==> config.mk <==
export PLATFORM = sky130hd
export DESIGN_NAME = voice_mixer
export DESIGN_NICKNAME = d
export VERILOG_FILES = /design/src/rtl/voice_mixer.sv
export SDC_FILE = /design/constraint.sdc
export NUM_CORES = 1
export LEC_CHECK = 0
export ABC_AREA = 1
export ABC_CLOCK_PERIOD_IN_PS = 7150
export CAP_MARGIN = 20
export CORE_MARGIN = 2
export CORE_UTILIZATION = 50
export CTS_BUF_LIST = sky130_fd_sc_hd__clkbuf_16
export DETAILED_ROUTE_END_ITERATION = 8
export DONT_BUFFER_PORTS = 1
export HOLD_SLACK_MARGIN = 0.02
export SYNTH_ARGS = -nofsm -noshare
export SYNTH_HDL_FRONTEND = slang
export SYNTH_SLANG_ARGS = --single-unit
export TNS_END_PERCENT = 1
==> constraint.sdc <==
create_clock -name iClk -period 7.15 [get_ports iClk]
set_input_delay 0.715 -clock iClk [delete_from_list [all_inputs] [get_ports iClk]]
set_output_delay 0.715 -clock iClk [all_outputs]
set_load 0.01 [all_outputs]
==> src/rtl/voice_mixer.sv <==
// Time-multiplexed 4-voice mixer: sums one signed channel sample per cycle,
// then scales by a 4-bit master volume into a 17-bit pre-clip result.
module voice_mixer #(
  parameter int NUM_CH = 4,
  parameter int CH_W   = 16
) (
  input  logic                   iClk,
  input  logic                   iResetN,
  input  logic                   iStart,
  input  logic [3:0]             iVolume,
  output logic [1:0]             oChSel,
  input  logic signed [CH_W-1:0] iChSample,
  output logic signed [16:0]     oMix,
  output logic                   oValid,
  output logic                   oBusy
);

  typedef enum logic [1:0] {IDLE, ACCUM, SCALE, DONE} state_t;

  localparam logic [1:0] LAST_CH = 2'(NUM_CH - 1);

  state_t             state_q, state_d;
  logic signed [17:0] acc_q, acc_d;
  logic [3:0]         vol_q, vol_d;
  logic [1:0]         ch_q, ch_d;
  logic signed [16:0] mix_q, mix_d;
  logic signed [22:0] prod;
  logic signed [16:0] res;

  // Volume is zero-extended so the product stays signed; >>> floors toward -inf.
  assign prod = 23'(acc_q) * 23'($signed({1'b0, vol_q}));
  assign res  = 17'(prod >>> 5);

  always_ff @(posedge iClk or negedge iResetN) begin
    if (!iResetN) begin
      state_q <= IDLE;
      acc_q   <= '0;
      vol_q   <= '0;
      ch_q    <= '0;
      mix_q   <= '0;
    end else begin
      state_q <= state_d;
      acc_q   <= acc_d;
      vol_q   <= vol_d;
      ch_q    <= ch_d;
      mix_q   <= mix_d;
    end
  end

  always_comb begin
    state_d = state_q;
    acc_d   = acc_q;
    vol_d   = vol_q;
    ch_d    = ch_q;
    mix_d   = mix_q;
    case (state_q)
      IDLE: begin
        if (iStart) begin
          vol_d   = iVolume;
          acc_d   = '0;
          ch_d    = '0;
          state_d = ACCUM;
        end
      end
      ACCUM: begin
        acc_d = acc_q + 18'(iChSample);
        if (ch_q == LAST_CH) begin
          ch_d    = '0;
          state_d = SCALE;
        end else begin
          ch_d = ch_q + 2'd1;
        end
      end
      SCALE: begin
        mix_d   = res;
        state_d = DONE;
      end
      DONE:    state_d = IDLE;
      default: state_d = IDLE;
    endcase
  end

  assign oChSel = ch_q;
  assign oMix   = mix_q;
  assign oValid = (state_q == DONE);
  assign oBusy  = (state_q != IDLE);

endmodule

# Yosys cells after proc, flatten, opt, wreduce, memory -nomap -nowiden
# Index checks and enable logic that the tools add are counted.
# totals
mem_bits_ro,0
ramBits,0
output_inout_bits,21
register_bits,43
latch_bits,0
n_memories,0
in_bits,23
# classes
muxes,8
n_lt_le_gt_ge,0
mul,1
add_sub_neg,2
bitwise_logic,0
n_reduce_logical,6
n_div,0
shift,0
eq_ne,6
# op_table
operator,count
$pmux 18 s2,1
$mul 18x5->22,1
$add 18x16->18,1
$mux 18,1
$mux 2,4
$pmux 2 s4,1
$eq 2x2->1 const B,3
$reduce_and 2->1,3
$ne 2x2->1 const B,2
$pmux 2 s2,1
$reduce_bool 2->1,2
$add 2x1->2 const B,1
$eq 2x1->1 const B,1
$logic_not 2->1,1

# Longest topological paths before layout
# Gate-level depths: netlist (run 1).
# logic_depth
word_depth,3
mapped_depth,21
mapped_depth_nobuf,19

# Worst setup path before layout (run 1)
# OpenSTA, ideal clock, no wires.
# synth_path
path_kind,register -> register
start,reg vol_q[2]
end,reg mix_q[11] (netlist: oMix[11])
path_buffers,2
t_arrival_ps,3512
setup_slack_ps,3520
stages_incl_launch_ff,18
period_less_slack_ps,3630
setup_ps,117
cell_sequence,dfrtp_1 > clkbuf_1 > clkbuf_1 > nand2_1 > inv_1 > ha_1 > fa_1 > inv_1 > fa_1 > inv_1 > ha_1 > a21o_1 > a21oi_1 > o21a_1 > nand2_1 > or2_1 > nand3_1 > nand2_1
# synth_between
elab_chain_cells,1
# synth_rtl
item,line_no,source
start: declaration,24,"logic [3:0] vol_q, vol_d;"
start signal: assignment,44,vol_q <= vol_d;
$mul 18x5->22,31,"assign prod = 23'(acc_q) * 23'($signed({1'b0, vol_q}));"
end signal: assignment,46,mix_q <= mix_d;
end: declaration,26,"logic signed [16:0] mix_q, mix_d;"
# No other way between the ends.
# A chain may end at the register's enable or synchronous reset.

# Worst setup path in the final report (run 1)
# Ends and elaborated chain as after synthesis.

==> results of run 1 <==
[cell type report]
cell class | count | share of cell area, %
Sequential cell | 43 | 19.2
Inverter | 160 | 10.7
Clock inverter | 3 | 0.469
Tap cell | 136 | 3.04
Clock buffer | 5 | 2.23
Multi-Input combinational cell | 532 | 64.3
[layout by cell type, fill, tap and decap left out, types with 7 or more instances in the layout]
| master | Yosys | routed |
|---|---|---|
| o21ai_0 | 26 | 26 |
| fa_1 | 36 | 36 |
| nand3_1 | 34 | 34 |
| a21oi_1 | 34 | 34 |
| inv_1 | 157 | 157 |
| xnor2_1 | 7 | 7 |
| nor2_1 | 37 | 37 |
| a21o_1 | 8 | 8 |
| nand2_1 | 211 | 211 |
| ha_1 | 61 | 61 |
| nand2_2 | 9 | 9 |
| dfrtp_1 | 43 | 43 |
[through the flow]
stage	std cells	setup WS (ns)	utilization, %	hold WS [ns]	instance area [µm²]
2_1_floorplan	748	3.52	-	0.419	5340
3_3_place_gp	871	3.43	52.6	0.420	5450
3_5_place_dp	871	3.34	52.6	0.421	5450
4_1_cts	879	3.30	54.0	0.105	5600
5_1_grt	879	3.02	54.0	0.0948	5600
6_report	879	3.32	54.0	0.110	5600
[metal layers]
layer | global-route usage [%] | routed length, µm | up-vias
met5 | 0 | 0 | -
met4 | 6.23 | 227 | 0
met3 | 2.97 | 378 | 18
met2 | 38.1 | 5580 | 83
met1 | 29.6 | 5610 | 2017
li1 | - | - | 2322
[cells by family after synthesis]
group	Yosys count	synth area share [%]
xor+xnor	13	2.13
buf+inv	173	12.4
mux	4	0.843
simple gates	321	25.8
flops	43	20.1
compound gates	97	10.9
fa+ha+maj	97	27.8
[critical path, stage by stage, from the launching register on]
cell and delay, ns:
dfrtp_1 0.73, nand2_1 0.10, inv_1 0.08, ha_1 0.25
fa_1 0.54, inv_1 0.05, fa_1 0.52, inv_1 0.05
ha_1 0.35, nand2_1 0.16, inv_1 0.05, a21oi_1 0.28
o21a_1 0.15, nand2_1 0.06, or2_1 0.21, nand3_1 0.08
nand2_1 0.06
[final timing paths]
kind | from | to | slack [ns]
hold / removal | iResetN | oChSel[0] | 0.11
min in group iClk | oMix[10] | oMix[10] | 0.55
hold reg to reg | oMix[10] | oMix[10] | 0.55
setup / recovery | vol_q[2] | oMix[11] | 3.32
max in group asynchronous | iResetN | acc_q[12] | 6.94
setup reg to reg | vol_q[2] | oMix[11] | 3.32
[flip-flops by register name (all words and copies together) (netlist names)]
| name | cells |
|---|---|
| oChSel | 2 |
| vol_q | 4 |
| state_q | 2 |
| oMix | 17 |
| acc_q | 18 |
==> out/results.ini, run 1 <==
[run_status]
outcome = complete, no violations

[yosys]
synth_seq_cells = 43
yosysMostFrequentCell = nand2_1
ys_types = 42
synth.yosys.seq_area_share_pct = 20.1
synth-main-ff-cell = dfrtp_1
async_flop_share_pct = 100
netlist_top_cells_area = dfrtp_1 20%, nand2_1 15%, ha_1 14%
synth_cells = 748
yosysWarningCount = 0
syn_nets = 868
yosys.area.top_type = dfrtp_1
synth.top_cell.area_share_pct = 20.1
avgSynthCellArea_um2 = 7.14
synth_commonest_cells = 211 x nand2_1, 157 x inv_1, 61 x ha_1
synth_edf_count = 0
synth_area_um2 = 5340

[layout]
fillers = 1050
seq_area_um2 = 1080
multi_input_area_um2 = 3600
drive_gt1_share_pct = 4.71
antenna_cells = 0
nNetsFinal = 862
area_delta_synth_final_pct = 4.85

[worst_setup_path]
required_ns = 7.33
cp_max_fo = 19
cp.arrival_ns = 4.01
crit_path_start_kind = register
crit_type = reg -> reg
endpoint_kind = register
reg2regPathDepth = 16

[clock_network]
cts_setup_buffers = 0
hold_buffers = 0
cts_tree = built
clk_latency_ns = 0.29
numCtsBuffers = 5
cts-root-buf = clkbuf_16
ctsResizeCount = 0
clock-sinks = 43
htree_levels = 2
path_clk_slew_ns = 0.07
clock_path_buffers = 2

[place]
io_buffers = 0
place_congestion = 0.839
dp_hpwl_um = 9730

[hold_path]
hp-class = in -> async

[timing]
totalNegativeSetupSlack_ns = 0
min_period_ns = 3.83
relSlewSlack_pct = 56.1
report.final.slew_viol_count = 0
finalHoldViolCount = 0
clock_skew_ns = 0.0128
rsz0062_at_grt = false
fin_crit_sh_pct = 53.6
worstMarginPinSlew_ns = 0.659
setup-violations-final = 0
timing.fmax_mhz = 261

[floorplanning]
die_area_um2 = 11500
dieWidth_um = 107
initial_core_util_pct = 51.5
coreArea_um2 = 10400
num_rows = 37
die_height_um = 107
boundaryPins = 44

[global_route]
grt.overflow.total = 0
antenna_found_initial = 0
grt_pass1_vias = 4567
grt_pass1_wl_um = 20900
grt_util_all_layers_pct = 22.3
grt_max_degree = 44

[drt]
via_per_inst = 5.05
dr.pass1.iters = 6
drt-total-wl_um = 11800
drc_errors = 0
detail-route-antenna-nets = 0
wire_per_inst_um = 13.4
via_count = 4440
drt_first_iter_violations = 229

[job]
cap_violations = 0

Power of run 1 is not shown: default switching activity piles up to over one toggle a cycle in this logic, so the estimate is an artifact.
==> run 2, diff against run 1 <==
--- a/config.mk
+++ b/config.mk
@@ -6,7 +6,7 @@
 export NUM_CORES = 1
 export LEC_CHECK = 0
 export ABC_AREA = 1
-export ABC_CLOCK_PERIOD_IN_PS = 7150
+export ABC_CLOCK_PERIOD_IN_PS = 3300
 export CAP_MARGIN = 20
 export CORE_MARGIN = 2
 export CORE_UTILIZATION = 50
@@ -14,6 +14,7 @@
 export DETAILED_ROUTE_END_ITERATION = 8
 export DONT_BUFFER_PORTS = 1
 export HOLD_SLACK_MARGIN = 0.02
+export PLACE_DENSITY = 0.68
 export SYNTH_ARGS = -nofsm -noshare
 export SYNTH_HDL_FRONTEND = slang
 export SYNTH_SLANG_ARGS = --single-unit
==> constraint.sdc (replaced) <==
create_clock -name iClk -period 3.3 [get_ports iClk]
set_input_delay 0.33 -clock iClk [delete_from_list [all_inputs] [get_ports iClk]]
set_output_delay 0.33 -clock iClk [all_outputs]
set_load 0.01 [all_outputs]
==> run 2 against run 1 <==
  * The run now ends with setup timing left
  * Wire length grew 24%
  * Count of clock-buffer cells in the layout is the same
  * Worst hold slack gained 0.073 ns
  * Fmax is 11% higher
  * Final cell count grew 9.0%
  * Final area up 26%
  * Flip-flop and latch count stayed put
  * Critical path depth increased by 2
  * Register-to-register slack worse by 3.5 ns
  * Clock skew fell by 0.0027 ns
  * Worst setup slack got worse by 3.5 ns
  * Sequential share of layout area down 3.9 points
  * Critical path type unchanged
  * Largest cell class unchanged
==> out/results.ini, run 2 (synthesis gave the netlist of run 1 again) <==
[clock_network]
cts_tree = built
clock-sinks = 43
clk_latency_ns = 0.29
htree_levels = 2
clock_path_buffers = 2
numCtsBuffers = 5
cts-root-buf = clkbuf_16
path_clk_slew_ns = 0.07

[global_route]
antenna_found_initial = 0
grt_max_degree = 44
grt_pass1_vias = 5225
grt.overflow.total = 0
grt_util_all_layers_pct = 25.2
grt_pass1_wl_um = 23700

[drt]
drt-total-wl_um = 14600
drc_errors = 0
via_per_inst = 5.28
via_count = 5061
detail-route-antenna-nets = 0
drt_first_iter_violations = 234
wire_per_inst_um = 15.2
dr.pass1.iters = 5

[run_status]
violations = setup timing
outcome = finished with violations

[timing]
rsz0062_at_grt = true
worstMarginPinSlew_ns = 0.611
totalNegativeSetupSlack_ns = -0.903
min_period_ns = 3.46
relSlewSlack_pct = 59.2
fin_ws_ns = -0.163
timing.fmax_mhz = 289
report.final.slew_viol_count = 0
clock_skew_ns = 0.0101
setup-violations-final = 11
fin_crit_sh_pct = 105
finalHoldViolCount = 0

[floorplanning]
die_area_um2 = 11500
die_height_um = 107
coreArea_um2 = 10400
num_rows = 37
dieWidth_um = 107
boundaryPins = 44
initial_core_util_pct = 51.5

[layout]
largest-register = acc_q
area_delta_synth_final_pct = 32.1
drive_gt1_share_pct = 30.2
nNetsFinal = 941
layout_common_cells = 182 x nand2_1, 125 x inv_1, 67 x buf_4, 40 x dfrtp_1, 34 x fa_1
antenna_cells = 0
final_common_cell = nand2_1
largest_register_ffs = 18

[worst_setup_path]
cp_max_fo = 7
crit_type = reg -> reg
crit_path_start_kind = register
required_ns = 3.47
endpoint_kind = register
cp.arrival_ns = 3.63

[job]
cap_violations = 0

[place]
dp_hpwl_um = 10300
io_buffers = 0
place_congestion = 0.936

[hold_path]
hp-class = in -> reg

[run 2: cell types whose count changed in the layout (fill, tap and decap cells not counted), moves of 8 or more]
cell / before / now
a21oi_1: 34 / 25
nor2_1: 37 / 26
inv_1: 157 / 125
nand2_4: 3 / 16
inv_2: 2 / 33
ha_1: 61 / 27
buf_4: 0 / 67
ha_4: 0 / 33
nand2_2: 9 / 25
buf_6: 0 / 8
nand2_1: 211 / 182
nor2_4: 2 / 11
[run 2: final cells by class]
type / count / area, µm²
sequential: 43 / 1080
clock buffer: 5 / 125
timing repair buffer: 79 / 676
clock inverter: 3 / 20.0
fill: 781 / 3310
inverter: 160 / 603
tap: 136 / 170
multi-input combinational: 532 / 4380
[run 2: metal layers]
metal	track usage, %	vias to the layer above	part of all wire (%)
met5	0	-	0
met4	8.79	0	3.3
met3	3.21	47	4.5
met2	45.5	186	50
met1	30.9	2352	42
li1	-	2476	-
[run 2: worst paths after layout]
kind | cells after the start | slack (ns) | start | endpoint
worst max-delay path | 18 | -0.16 | vol_q[3] | oMix[7]
worst min-delay path | 1 | 0.18 | iVolume[0] | vol_q[0]
worst max register to register | 18 | -0.16 | vol_q[3] | oMix[7]
worst min register to register | 2 | 0.55 | oMix[16] | oMix[16]
max in group asynchronous | 2 | 2.54 | iResetN | vol_q[2]
min in group asynchronous | 2 | 0.54 | iResetN | oMix[0]
[run 2: timing repair]
item / 4_1_cts / 5_1_grt
pin swaps: 63 / 65
buffers inserted: 10 / 2
hold buffers: 2 / 0
cloned: 2 / 0
gates resized for setup: 85 / 75
endpoints found under the setup margin: 14 / 15
hold endpoints to repair: 43 / 0
[run 2: stage by stage]
stage | hold slack (ns) | setup WS, ns | std cells | area (µm²) | util (%)
4_1_cts | 0.184 | -0.0772 | 956 | 6780 | 65.4
5_1_grt | 0.181 | -0.264 | 958 | 7060 | 68.1
2_1_floorplan | 0.0344 | -0.0208 | 748 | 5530 | -
3_5_place_dp | 0.0361 | -0.300 | 934 | 6090 | 58.7
3_3_place_gp | 0.0357 | -0.270 | 934 | 6090 | 58.7
6_report | 0.183 | -0.163 | 958 | 7060 | 68.1
[run 2: worst max-delay path: stages (launching register included)]
cell       delay [ns]
dfrtp_2          0.48
clkbuf_16        0.19
nand2_1          0.06
inv_1            0.06
ha_4             0.22
fa_1             0.50
inv_1            0.06
fa_1             0.53
inv_1            0.07
ha_4             0.28
nand2_4          0.10
nor2_4           0.05
nor2_1           0.13
nand2_2          0.10
nand2_1          0.09
nand2_1          0.07
or2_1            0.21
nand3_1          0.09
nand2_1          0.07
Power of run 2 is left out for the same reason.
